<file path="src/rtl/led_pkg.sv">
// led_pkg: mode encodings, direction type and the
// initial-pattern helper shared by the LED sequencer.
package led_pkg;

  localparam int LED_MAX = 64;

  typedef enum logic [1:0] {
    LED_MODE_CHASE_UP = 2'd0,
    LED_MODE_CHASE_DN = 2'd1,
    LED_MODE_PINGPONG = 2'd2,
    LED_MODE_FILL     = 2'd3
  } led_mode_t;

  typedef enum logic {
    DIR_UP = 1'b0,
    DIR_DN = 1'b1
  } led_dir_t;

  // Pattern a mode starts from; caller truncates to LED_NUM.
  function automatic logic [LED_MAX-1:0] led_init_pat(
    input led_mode_t   mode,
    input int unsigned num
  );
    logic [LED_MAX-1:0] one;
    one = LED_MAX'(1);
    unique case (mode)
      LED_MODE_CHASE_DN: led_init_pat = one << (num - 1);
      LED_MODE_FILL:     led_init_pat = '0;
      default:           led_init_pat = one;
    endcase
  endfunction

endpackage

</file>
<file path="src/rtl/led_pwm.sv">
// led_pwm: free-running PWM counter and duty compare.
// Ports: clk, rst_n, en (hold/clear), duty, on.
// Macro LED_BREATH_EN adds a triangular breathing ramp
// that caps the duty at the current breathing level.
module led_pwm
  import led_pkg::*;
#(
  parameter int PWM_BITS   = 8,
  parameter int BREATH_CYC = 1024
) (
  input  logic                clk,
  input  logic                rst_n,
  input  logic                en,
  input  logic [PWM_BITS-1:0] duty,
  output logic                on
);

  localparam logic [PWM_BITS-1:0] FULL = '1;

  logic [PWM_BITS-1:0] pwm_cnt;
  logic [PWM_BITS-1:0] duty_eff;

  if (BREATH_CYC < 1) begin : g_bad_breath
    $error("led_pwm: BREATH_CYC must be >= 1");
  end

  always_ff @(posedge clk or negedge rst_n) begin
    if (!rst_n)
      pwm_cnt <= '0;
    else if (!en)
      pwm_cnt <= '0;
    else
      pwm_cnt <= pwm_cnt + 1'b1;
  end

`ifdef LED_BREATH_EN
  localparam int BW =
    (BREATH_CYC > 1) ? $clog2(BREATH_CYC) : 1;
  localparam logic [BW-1:0] BR_MAX = BW'(BREATH_CYC - 1);

  logic [BW-1:0]       br_cnt;
  logic [PWM_BITS-1:0] level;
  logic                br_dn;

  // Level bounces 0..FULL..0 without dwelling on the ends.
  always_ff @(posedge clk or negedge rst_n) begin
    if (!rst_n) begin
      br_cnt <= '0;
      level  <= '0;
      br_dn  <= 1'b0;
    end else if (!en) begin
      br_cnt <= '0;
      level  <= '0;
      br_dn  <= 1'b0;
    end else if (br_cnt == BR_MAX) begin
      br_cnt <= '0;
      if (!br_dn) begin
        if (level == FULL) begin
          level <= level - 1'b1;
          br_dn <= 1'b1;
        end else begin
          level <= level + 1'b1;
        end
      end else begin
        if (level == '0) begin
          level <= level + 1'b1;
          br_dn <= 1'b0;
        end else begin
          level <= level - 1'b1;
        end
      end
    end else begin
      br_cnt <= br_cnt + 1'b1;
    end
  end

  assign duty_eff = (level < duty) ? level : duty;
`else
  assign duty_eff = duty;
`endif

  assign on = (duty_eff == FULL) | (pwm_cnt < duty_eff);

endmodule

</file>
<file path="src/rtl/led_seq_pwm.sv">
// led_seq_pwm: multi-mode LED sequencer with PWM brightness.
// Ports: clk, rst_n, en_i, mode_i, duty_i -> step_o, led_o.
// Macro LED_BREATH_EN enables breathing inside led_pwm.
module led_seq_pwm
  import led_pkg::*;
#(
  parameter int   LED_NUM     = 8,
  parameter logic LED_ON_MODE = 1'b0,
  parameter int   CLK_FREQ    = 50_000_000,
  parameter int   STEP_US     = 100_000,
  parameter int   PWM_BITS    = 8,
  parameter int   BREATH_CYC  = 1024
) (
  input  logic                clk,
  input  logic                rst_n,
  input  logic                en_i,
  input  logic [1:0]          mode_i,
  input  logic [PWM_BITS-1:0] duty_i,
  output logic                step_o,
  output logic [LED_NUM-1:0]  led_o
);

  localparam int STEP_CYC = CLK_FREQ / 1_000_000 * STEP_US;
  localparam int TW =
    (STEP_CYC > 1) ? $clog2(STEP_CYC) : 1;
  localparam logic [TW-1:0] TICK_MAX = TW'(STEP_CYC - 1);
  localparam logic [LED_NUM-1:0] BIT0 = LED_NUM'(1);
  localparam logic [LED_NUM-1:0] LED_OFF =
    {LED_NUM{~LED_ON_MODE}};

  if (STEP_CYC < 2) begin : g_bad_step
    $error("led_seq_pwm: STEP_CYC must be >= 2");
  end
  if (LED_NUM < 1 || LED_NUM > LED_MAX) begin : g_bad_num
    $error("led_seq_pwm: LED_NUM out of range");
  end

  logic [TW-1:0]      tick, tick_nxt;
  led_mode_t          mode_q, mode_nxt, mode_in;
  led_dir_t           dir, dir_nxt, dir_adv;
  logic [LED_NUM-1:0] pat, pat_nxt, pat_adv, pat_init;
  logic [LED_NUM-1:0] lit;
  logic               step_nxt;
  logic               on;

  assign mode_in  = led_mode_t'(mode_i);
  assign pat_init = LED_NUM'(led_init_pat(mode_in, LED_NUM));

  led_pwm #(
    .PWM_BITS   (PWM_BITS),
    .BREATH_CYC (BREATH_CYC)
  ) u_pwm (
    .clk   (clk),
    .rst_n (rst_n),
    .en    (en_i),
    .duty  (duty_i),
    .on    (on)
  );

  // One step of the current mode's pattern.
  always_comb begin
    pat_adv = pat;
    dir_adv = dir;
    unique case (mode_q)
      LED_MODE_CHASE_UP:
        pat_adv = (pat << 1) | (pat >> (LED_NUM - 1));
      LED_MODE_CHASE_DN:
        pat_adv = (pat >> 1) | (pat << (LED_NUM - 1));
      LED_MODE_PINGPONG: begin
        // Turn around on an end so it is not shown twice.
        if (LED_NUM > 1) begin
          if (dir == DIR_UP) begin
            if (pat[LED_NUM-1]) begin
              pat_adv = pat >> 1;
              dir_adv = DIR_DN;
            end else begin
              pat_adv = pat << 1;
            end
          end else begin
            if (pat[0]) begin
              pat_adv = pat << 1;
              dir_adv = DIR_UP;
            end else begin
              pat_adv = pat >> 1;
            end
          end
        end
      end
      LED_MODE_FILL:
        pat_adv = (&pat) ? '0 : ((pat << 1) | BIT0);
    endcase
  end

  always_comb begin
    tick_nxt = tick;
    mode_nxt = mode_q;
    pat_nxt  = pat;
    dir_nxt  = dir;
    step_nxt = 1'b0;
    if (!en_i) begin
      tick_nxt = '0;
      mode_nxt = mode_in;
      pat_nxt  = pat_init;
      dir_nxt  = DIR_UP;
    end else if (tick == TICK_MAX) begin
      tick_nxt = '0;
      step_nxt = 1'b1;
      // A pending mode change consumes this step.
      if (mode_in != mode_q) begin
        mode_nxt = mode_in;
        pat_nxt  = pat_init;
        dir_nxt  = DIR_UP;
      end else begin
        pat_nxt = pat_adv;
        dir_nxt = dir_adv;
      end
    end else begin
      tick_nxt = tick + 1'b1;
    end
  end

  assign lit = pat & {LED_NUM{on}};

  always_ff @(posedge clk or negedge rst_n) begin
    if (!rst_n) begin
      tick   <= '0;
      mode_q <= LED_MODE_CHASE_UP;
      pat    <= BIT0;
      dir    <= DIR_UP;
      step_o <= 1'b0;
      led_o  <= LED_OFF;
    end else begin
      tick   <= tick_nxt;
      mode_q <= mode_nxt;
      pat    <= pat_nxt;
      dir    <= dir_nxt;
      step_o <= step_nxt;
      if (!en_i)
        led_o <= LED_OFF;
      else
        led_o <= LED_ON_MODE ? lit : ~lit;
    end
  end

endmodule

</file>
<file path="config.mk">
export PLATFORM = sky130hd
export DESIGN_NAME = led_seq_pwm
export DESIGN_NICKNAME = d
export VERILOG_FILES = /design/src/rtl/led_pkg.sv /design/src/rtl/led_pwm.sv /design/src/rtl/led_seq_pwm.sv
export SDC_FILE = /design/constraint.sdc
export NUM_CORES = 1
export LEC_CHECK = 0
export CORE_ASPECT_RATIO = 2
export CORE_MARGIN = 4
export CORE_UTILIZATION = 45
export DETAILED_ROUTE_END_ITERATION = 16
export PLACE_DENSITY_LB_ADDON = 0.25
export SYNTH_ARGS = -nofsm -noshare
export SYNTH_HDL_FRONTEND = slang
export SYNTH_SLANG_ARGS = --single-unit
</file>
<file path="constraint.sdc">
create_clock -name clk -period 3.5 [get_ports clk]
set_clock_uncertainty 0.2 [all_clocks]
set_input_delay 0.7 -clock clk [delete_from_list [all_inputs] [get_ports clk]]
set_output_delay 0.7 -clock clk [all_outputs]
set_load 0.02 [all_outputs]
</file>
-- Word-level counts from Yosys, hierarchy flattened
Index checks and enable logic that the tools add are counted.
W data, S select, Z words.
- multiplexer cells: 25
- eq/ne operators: 11
- add/sub/neg operators: 2
- $lt $le $gt $ge: 1
- reductions and logical operators: 4
- bitwise gates (word level): 5
- operator list (operator ; count):
    $mux W8 ; 9
    $mux W23 ; 2
    $pmux W8 S4 ; 1
    $add A23 B1 Y23 const B ; 1
    $eq A23 B23 Y1 const B ; 1
    $pmux W8 S2 ; 1
    $mux W1 ; 9
    $add A8 B1 Y8 const B ; 1
    $and A8 B8 Y8 ; 1
    $eq A8 B8 Y1 const B ; 1
    $lt A8 B8 Y1 ; 1
    $not A8 Y8 ; 1
    $or A7 B8 Y8 ; 1
    $or A8 B1 Y8 ; 1
    $reduce_and A8 Y1 ; 1
    $eq A2 B2 Y1 const B ; 3
    $mux W2 ; 3
    $eq A2 B1 Y1 const B ; 2
    $ne A2 B1 Y1 const B ; 2
    $reduce_and A2 Y1 ; 2
    $ne A3 B1 Y1 const B ; 1
    $logic_not A2 Y1 ; 1
    $ne A2 B2 Y1 ; 1
    $or A1 B1 Y1 ; 1
- logic and storage cells: 55
- bits of input ports: 13
- output and inout port bits: 9
- register bits after elaboration: 51

-- Longest topological paths before layout
Gate-level depths: netlist of run 1.
- word-level depth: 6
- gate-level depth with buffers: 7
- depth with buffers taken out: 7

-- Cells and area by module
From an unflattened synthesis of run 1, not the netlist that was laid out.
- cell total of the unflattened synthesis: 289
- area, all modules: 2745.1 um2
- modules (own cells, without submodules) (module ; instances ; cells each ; seq. area each (um2) ; area each (um2)):
    led_seq_pwm ; 1 ; 233 ; 1087.3 ; 2200.9
    led_pwm ; 1 ; 56 ; 200.2 ; 544.3

-- Least setup slack after synthesis of run 1
No wires, ideal clock.
- kind: input port to flip-flop
- start: input port duty_i[6]
- end: register led_o[7]
- arrival: 1.891 ns
- library setup time: 0.100 ns
- path buffers: 0
- stages on the path: 7
- setup slack: 1.309 ns
- cells stage by stage: inv_1 > ha_1 > a21o_1 > a21oi_1 > nand2_1 > a21oi_1 > o211ai_1
- word-level cells in the longest chain between the ends: 5
- elaborated cells between the ends (all ways): 6
- classes of those cells: 1 x order compare; 1 x eq/ne; 1 x mux; 3 x bitwise
- RTL lines (what ; line ; RTL):
    from (decl) ; led_seq_pwm.sv:18 ; input logic [PWM_BITS-1:0] duty_i,
    $lt A8 B8 Y1 or $eq A8 B8 Y1 (tied branches) ; led_pwm.sv:82 ; assign on = (duty_eff == FULL) | (pwm_cnt < duty_eff);
    $or A1 B1 Y1 (*) ; led_pwm.sv:82 ;
    $and A8 B8 Y8 (*) ; led_seq_pwm.sv:122 ; assign lit = pat & {LED_NUM{on}};
    $not A8 Y8 (*) ; led_seq_pwm.sv:141 ; led_o <= LED_ON_MODE ? lit : ~lit;
    $mux W8 (*) ; led_seq_pwm.sv:138 ; if (!en_i)
    to (signal assigned) ; led_seq_pwm.sv:141 ;
    to (decl) ; led_seq_pwm.sv:20 ; output logic [LED_NUM-1:0] led_o
Mark *: on every way between the ends. The rest lies on a longest branch, timed or not.
A chain may end at the register's enable or synchronous reset.

-- Worst setup path in the final report of run 1
- start: input port duty_i[6]
- end: register led_o[0]
The elaborated chain is that of the path after synthesis.

==> results of run 1 <==
==> final timing paths <==
check | from | endpoint | depth (start not counted)
worst max-delay path | duty_i[6] | led_o[0] | 8
worst min register to register | u_pwm.pwm_cnt[0] | u_pwm.pwm_cnt[0] | 1
min in group clk | u_pwm.pwm_cnt[0] | u_pwm.pwm_cnt[0] | 1
worst min-delay path | rst_n | u_pwm.pwm_cnt[1] | 1
max in group asynchronous | rst_n | led_o[2] | 2
worst max register to register | tick[13] | pat[1] | 6
==> registers in the layout, summed over array words and instances (netlist names) <==
signal and cells:
u_pwm.pwm_cnt 8, led_o 8, mode_q 2, dir 1
tick 23, step_o 1, pat 8
==> worst reg2reg max path, stage by stage (launching register included) <==
cell and delay [ns]:
dfrtp_1 0.44, nor4bb_1 0.38, nand4_1 0.24, o31ai_4 0.38
buf_4 0.24, or4b_1 0.45, o21ai_1 0.10
==> cells by family (layout without fill, tap and decap cells) <==
| group | count (synthesis) | after routing | share of synthesized area |
|---|---|---|---|
| flip-flops | 51 | 51 | 0.474 |
| adder cells (fa/ha/maj) | 9 | 9 | 0.0415 |
| AND/OR/NAND/NOR | 107 | 107 | 0.202 |
| XOR/XNOR | 25 | 25 | 0.0806 |
| AO/OA/AOI/OAI | 60 | 60 | 0.154 |
| buffers and inverters | 25 | 49 | 0.0355 |
| multiplexers | 3 | 3 | 0.0120 |
==> per-layer routing <==
layer	up-vias	routed length [microns]	share of wire
li1	1040	-	-
met1	1070	2180	0.37
met2	57	3340	0.56
met3	13	254	0.043
met4	0	164	0.028
met5	-	0	0
==> area by class of cell <==
cell class                      instances  area share
Clock buffer                            6      0.0438
Clock inverter                          2      0.0111
Inverter                               15      0.0178
Multi-Input combinational cell        204       0.420
Sequential cell                        51       0.406
Tap cell                               61      0.0241
Timing Repair Buffer                   26      0.0766
==> synth_stat cells, types with 2 or more instances <==
| library cell | n | area [sq um] |
|---|---|---|
| dfrtp_1 | 42 | 1050 |
| nor2_1 | 32 | 120 |
| nand2_1 | 16 | 60.1 |
| xnor2_1 | 15 | 131 |
| inv_1 | 14 | 52.6 |
| nand3_1 | 13 | 65.1 |
| a21oi_1 | 12 | 60.1 |
| xor2_1 | 10 | 87.6 |
| dfstp_2 | 9 | 236 |
| ha_1 | 9 | 113 |
| o211ai_1 | 9 | 67.6 |
| o21ai_0 | 9 | 45.0 |
| clkbuf_1 | 8 | 30.0 |
| nand4_1 | 8 | 50.1 |
| a22o_1 | 7 | 61.3 |
| and3_1 | 7 | 43.8 |
| nand2b_1 | 7 | 43.8 |
| nor3_1 | 7 | 35.0 |
| a21o_1 | 5 | 37.5 |
| or3_1 | 5 | 31.3 |
| nor4_1 | 3 | 18.8 |
| a31oi_1 | 2 | 12.5 |
| and2_1 | 2 | 12.5 |
| and4_1 | 2 | 17.5 |
| buf_2 | 2 | 10.0 |
| mux2_2 | 2 | 22.5 |
| o21a_1 | 2 | 15.0 |
| o21ai_1 | 2 | 10.0 |
| o22ai_1 | 2 | 12.5 |
==> power groups by stage <==
stage | registers [W] | logic (W) | clock network (W)
after floorplan | 0.000630 | 0.0000799 | 0
after global placement | 0.000641 | 0.000124 | 0
after detailed placement | 0.000641 | 0.000127 | 0
after CTS | 0.000630 | 0.000128 | 0.000582
after global routing | 0.000634 | 0.000142 | 0.000608
final | 0.000632 | 0.000126 | 0.000569
==> stage by stage <==
step / instance area, sq um / hold slack (ns)
after floorplan: 2720 / 0.204
after global routing: 3170 / 0.144
after CTS: 3170 / 0.134
final: 3170 / 0.127
after detailed placement: 2990 / 0.274
after global placement: 2990 / 0.260
==> impl_metrics.tcl, run 1 <==
set metrics [dict create \
    dr.pass1.iters 4 \
    cp_slowest_stage_delay_ns 0.50 \
    slew_headroom 0.581 \
    cts_resized 0 \
    multi_input_area_sq_um 1330 \
    fin_nets 325 \
    clockBufferDepth 2 \
    nFillCells 528 \
    first_iter_violations 90 \
    grt_pass1_vias 2296 \
    holdBufCountCts 0 \
    via_per_inst 5.97 \
    grt.met3_usage 0.0382 \
    final_common_cell "dfrtp_1" \
    period_needed_ns 2.62 \
    io_buffers 21 \
    synthFlopType "dfrtp_1" \
    synth_nets 302 \
    vias 2180 \
    die_x_microns 62.9 \
    synth_cell_types 46 \
    area_growth_pct 16.7 \
    critPathMaxFanout 8 \
    use_met2 0.322 \
    cp_cell_sequence "clkdlybuf4s50_1, inv_1, ha_1, a21o_1, a21oi_1, nand2_1, a21oi_1, o211ai_1" \
    tightest_slew_ns 0.628 \
    gr-usage-met1 0.184 \
    gp_congestion 0.828 \
    combinationalPowerShare 0.095 \
    slew_viol_final 0 \
    start_util 0.468 \
    pwr-share-clk 0.429 \
    grt-ovfl-total 0 \
    cp_slowest_cell "a21oi_1" \
    switching_power_w 0.000309 \
    diodes 0 \
    top_usage_layer "met2" \
    utilization 0.546 \
    htree_levels 2 \
    die-area_sq_um 7420 \
    synthArstFlopShare 1.00 \
    finalNonFillerCells 365 \
    crit_required_ns 3.50 \
    final_cell_mix "dfrtp_1 (42), nor2_1 (32), clkdlybuf4s50_1 (20)" \
    synth.cell_area_sq_um 2720 \
    synth.avg_cell_area_sq_um 9.70 \
    root_buffer "clkbuf_16" \
    hpwl_microns 4390 \
    hold_class "primary input to async pin" \
    place_inst 357 \
    cpLargestDelayFamily "compound AO/OA/AOI/OAI gates" \
    io_pins 22 \
    rsz0062_at_grt "false" \
    criticalPathCategory "primary input to flip-flop" \
    setup_viol 0 \
    endpoint_kind "flip-flop" \
    grt_antenna_before_repair 0 \
    seqCellArea_sq_um 1290 \
    cts_setup_buffers 0 \
    rows 39 \
    fin_ws_ns 0.880 \
    crit_top_cell "a21oi_1" \
    fin_crit_sh 0.749 \
    cts_tree "done" \
    power.internal_w 0.00102 \
    track_usage 0.178 \
    regToRegSetupSlack_ns 0.99 \
    seq_area_frac_synth 0.474 \
    max_freq_mhz 382 \
    vdd_drop_max_mv 0.292 \
    path_clk_slew_ns 0.07 \
    wl_per_cell_microns 16.3 \
    total_power_w 0.00133 \
    critPathBufInv 2 \
    grt_pass1_wl_microns 10600 \
    die_y_microns 118 \
    netlist_instances 280 \
    clk_latency_ns 0.29 \
    ant_nets 0 \
    critPathLaunchType "primary input" \
    leakage_nw 1.36 \
    cts.sinks 51 \
    grt_start_max_net_pins 35 \
    fin_setup_tns_ns 0 \
    power_frac_seq 0.476 \
    switching_share 0.233 \
    pre_cts_ws_ns 0.570 \
    hold_violations 0 \
    power_density_nw_per_um2 419 \
    drv_cap 0 \
    drc 0 \
    status "finished, final reports clean" \
    ys_warn_count 0 \
    drt-total-wl_microns 5940 \
    synth_edf_count 0 \
    critPathArrivalTime_ns 2.62 \
    core_region_area_sq_um 5810 \
    final_layout_size_suffix_gt1_frac 0.0954 \
    yosys_register_bits 51 \
    cts_buffers 5 \
]
Note: power is estimated with default switching activity, not from simulation.
==> run 2, diff against run 1 <==
==> constraint.sdc (replaced) <==
create_clock -name clk -period 2.21 [get_ports clk]
set_clock_uncertainty 0.2 [all_clocks]
set_input_delay 0.442 -clock clk [delete_from_list [all_inputs] [get_ports clk]]
set_output_delay 0.442 -clock clk [all_outputs]
set_load 0.02 [all_outputs]
==> impl_metrics.tcl, run 2 (synthesized netlist as in run 1, its figures left out) <==
set metrics [dict create \
    r2r-end "pat[4]" \
    wl_per_cell_microns 15.5 \
    cpLargestDelayFamily "simple AND/OR/NAND/NOR gates" \
    die-area_sq_um 7420 \
    hpwl_microns 4540 \
    hold_depth 1 \
    cp_slowest_cell "or4_4" \
    vias 2277 \
    via_per_inst 5.78 \
    clk_latency_ns 0.29 \
    die_y_microns 118 \
    total_power_w 0.00221 \
    grt_pass1_wl_microns 10900 \
    hold_violations 0 \
    cp_slowest_stage_delay_ns 0.56 \
    first_iter_violations 127 \
    cts_buffers 5 \
    drc 0 \
    combinationalPowerShare 0.104 \
    critPathMaxFanout 4 \
    regToRegSetupSlack_ns 0.04 \
    rows 39 \
    io_pins 22 \
    rr_worst_depth 4 \
    clockBufferDepth 2 \
    root_buffer "clkbuf_16" \
    fin_nets 354 \
    grt_pass1_vias 2322 \
    crit_required_ns 2.19 \
    area_growth_pct 26.9 \
    min_to "u_pwm.pwm_cnt[0]" \
    gp_congestion 0.818 \
    switching_share 0.223 \
    cts_tree "done" \
    hold_class "flip-flop to flip-flop" \
    hp-start "u_pwm.pwm_cnt[0]" \
    core_region_area_sq_um 5810 \
    drt-total-wl_microns 6100 \
    htree_levels 2 \
    vdd_drop_max_mv 0.565 \
    critPathArrivalTime_ns 2.14 \
    track_usage 0.183 \
    diodes 0 \
    final_cell_mix "dfrtp_1 (42), nor2_1 (32), buf_4 (31)" \
    power.internal_w 0.00172 \
    cts.sinks 51 \
    max_freq_mhz 462 \
    switching_power_w 0.000494 \
    endpoint_kind "flip-flop" \
    path_clk_slew_ns 0.07 \
    ant_nets 0 \
    slew_viol_final 0 \
    io_buffers 21 \
    drv_cap 0 \
    cp_cell_sequence "or4_4, or3_4, and2_1, a22o_1" \
    top_register "tick" \
    rsz0062_at_grt "true" \
    status "finished, final reports clean" \
    largest_register_ff_count 23 \
    grt_antenna_before_repair 0 \
    pwr-share-clk 0.447 \
    fin_crit_sh 0.980 \
    grt_start_max_net_pins 52 \
    slew_headroom 0.714 \
    final_common_cell "dfrtp_1" \
    dr.pass1.iters 4 \
    timing.hold.ws_ns 0.287 \
    grt-ovfl-total 0 \
    critPathBufInv 0 \
    die_x_microns 62.9 \
    setup_viol 0 \
    tightest_slew_ns 0.429 \
    regToRegStartpoint "tick[16]" \
    final_layout_size_suffix_gt1_frac 0.183 \
    start_util 0.468 \
    criticalPathCategory "flip-flop to flip-flop" \
    period_needed_ns 2.17 \
    power_frac_seq 0.449 \
    leakage_nw 1.53 \
    power_density_nw_per_um2 642 \
    critPathLaunchType "flip-flop" \
]
## run 2: cell count changes in the layout (fill, tap and decap cells not counted), sizes merged
cell,previous run,this run
buf,6,34
bufinv,1,2
clkbuf,6,5
dlygate4sd3,0,1
clkinv,2,1
clkinvlp,0,1
## run 2: repair_timing
item,CTS,global route
endpoints found under the hold margin,42,0
hold buffers,1,0
resized for setup,0,5
setup buffers,0,3
endpoints found under the setup margin,0,8
## run 2: how the worst max path moves through the flow
| stage | from | end | slack, ns | cells past startpoint |
|---|---|---|---|---|
| 2_1_floorplan | tick[8] | pat[2] | 0.11 | 5 |
| 3_3_place_gp | duty_i[6] | led_o[2] | -0.13 | 9 |
| 3_5_place_dp | duty_i[6] | led_o[2] | -0.18 | 9 |
| 4_1_cts | tick[13] | pat[2] | 0.01 | 5 |
| 5_1_grt | tick[15] | dir | -0.02 | 5 |
| 6_report | tick[16] | pat[4] | 0.04 | 4 |
## run 2: layer usage
| metal | vias to the layer above | routed length, microns | part of all wire | track usage |
|---|---|---|---|---|
| met5 | - | 0 | 0 | 0 |
| met4 | 0 | 183 | 0.030 | 0.0968 |
| met3 | 15 | 211 | 0.035 | 0.0372 |
| met2 | 54 | 3410 | 0.56 | 0.324 |
| met1 | 1107 | 2300 | 0.38 | 0.199 |
| li1 | 1101 | - | - | - |
## run 2: cell type report
type	instances	area, sq um
fillers	494	2360
multi-input cells	204	1350
flip-flops and latches	51	1290
repair buffers	55	479
clock buffers	5	125
well taps	61	76.3
clock inverters	3	67.6
inverters	15	56.3
## run 2: power groups by stage
stage / Sequential, W / Combinational, W / Clock [W]
floorplan: 0.000998 / 0.000126 / 0
global placement: 0.00101 / 0.000225 / 0
detailed placement: 0.00101 / 0.000228 / 0
CTS: 0.000993 / 0.000232 / 0.00100
global route: 0.000997 / 0.000260 / 0.00104
finish: 0.000993 / 0.000231 / 0.000989
## run 2: through the flow
| stage | setup WS, ns | utilization | instances | instance area, sq um | setup TNS (ns) |
|---|---|---|---|---|---|
| finish | 0.0441 | 0.593 | 394 | 3440 | 0 |
| global route | -0.0207 | 0.593 | 394 | 3440 | -0.0369 |
| CTS | 0.0125 | 0.585 | 391 | 3400 | 0 |
| floorplan | 0.114 | - | 280 | 2720 | 0 |
| global placement | -0.134 | 0.550 | 382 | 3190 | -1.05 |
| detailed placement | -0.175 | 0.550 | 382 | 3190 | -1.31 |
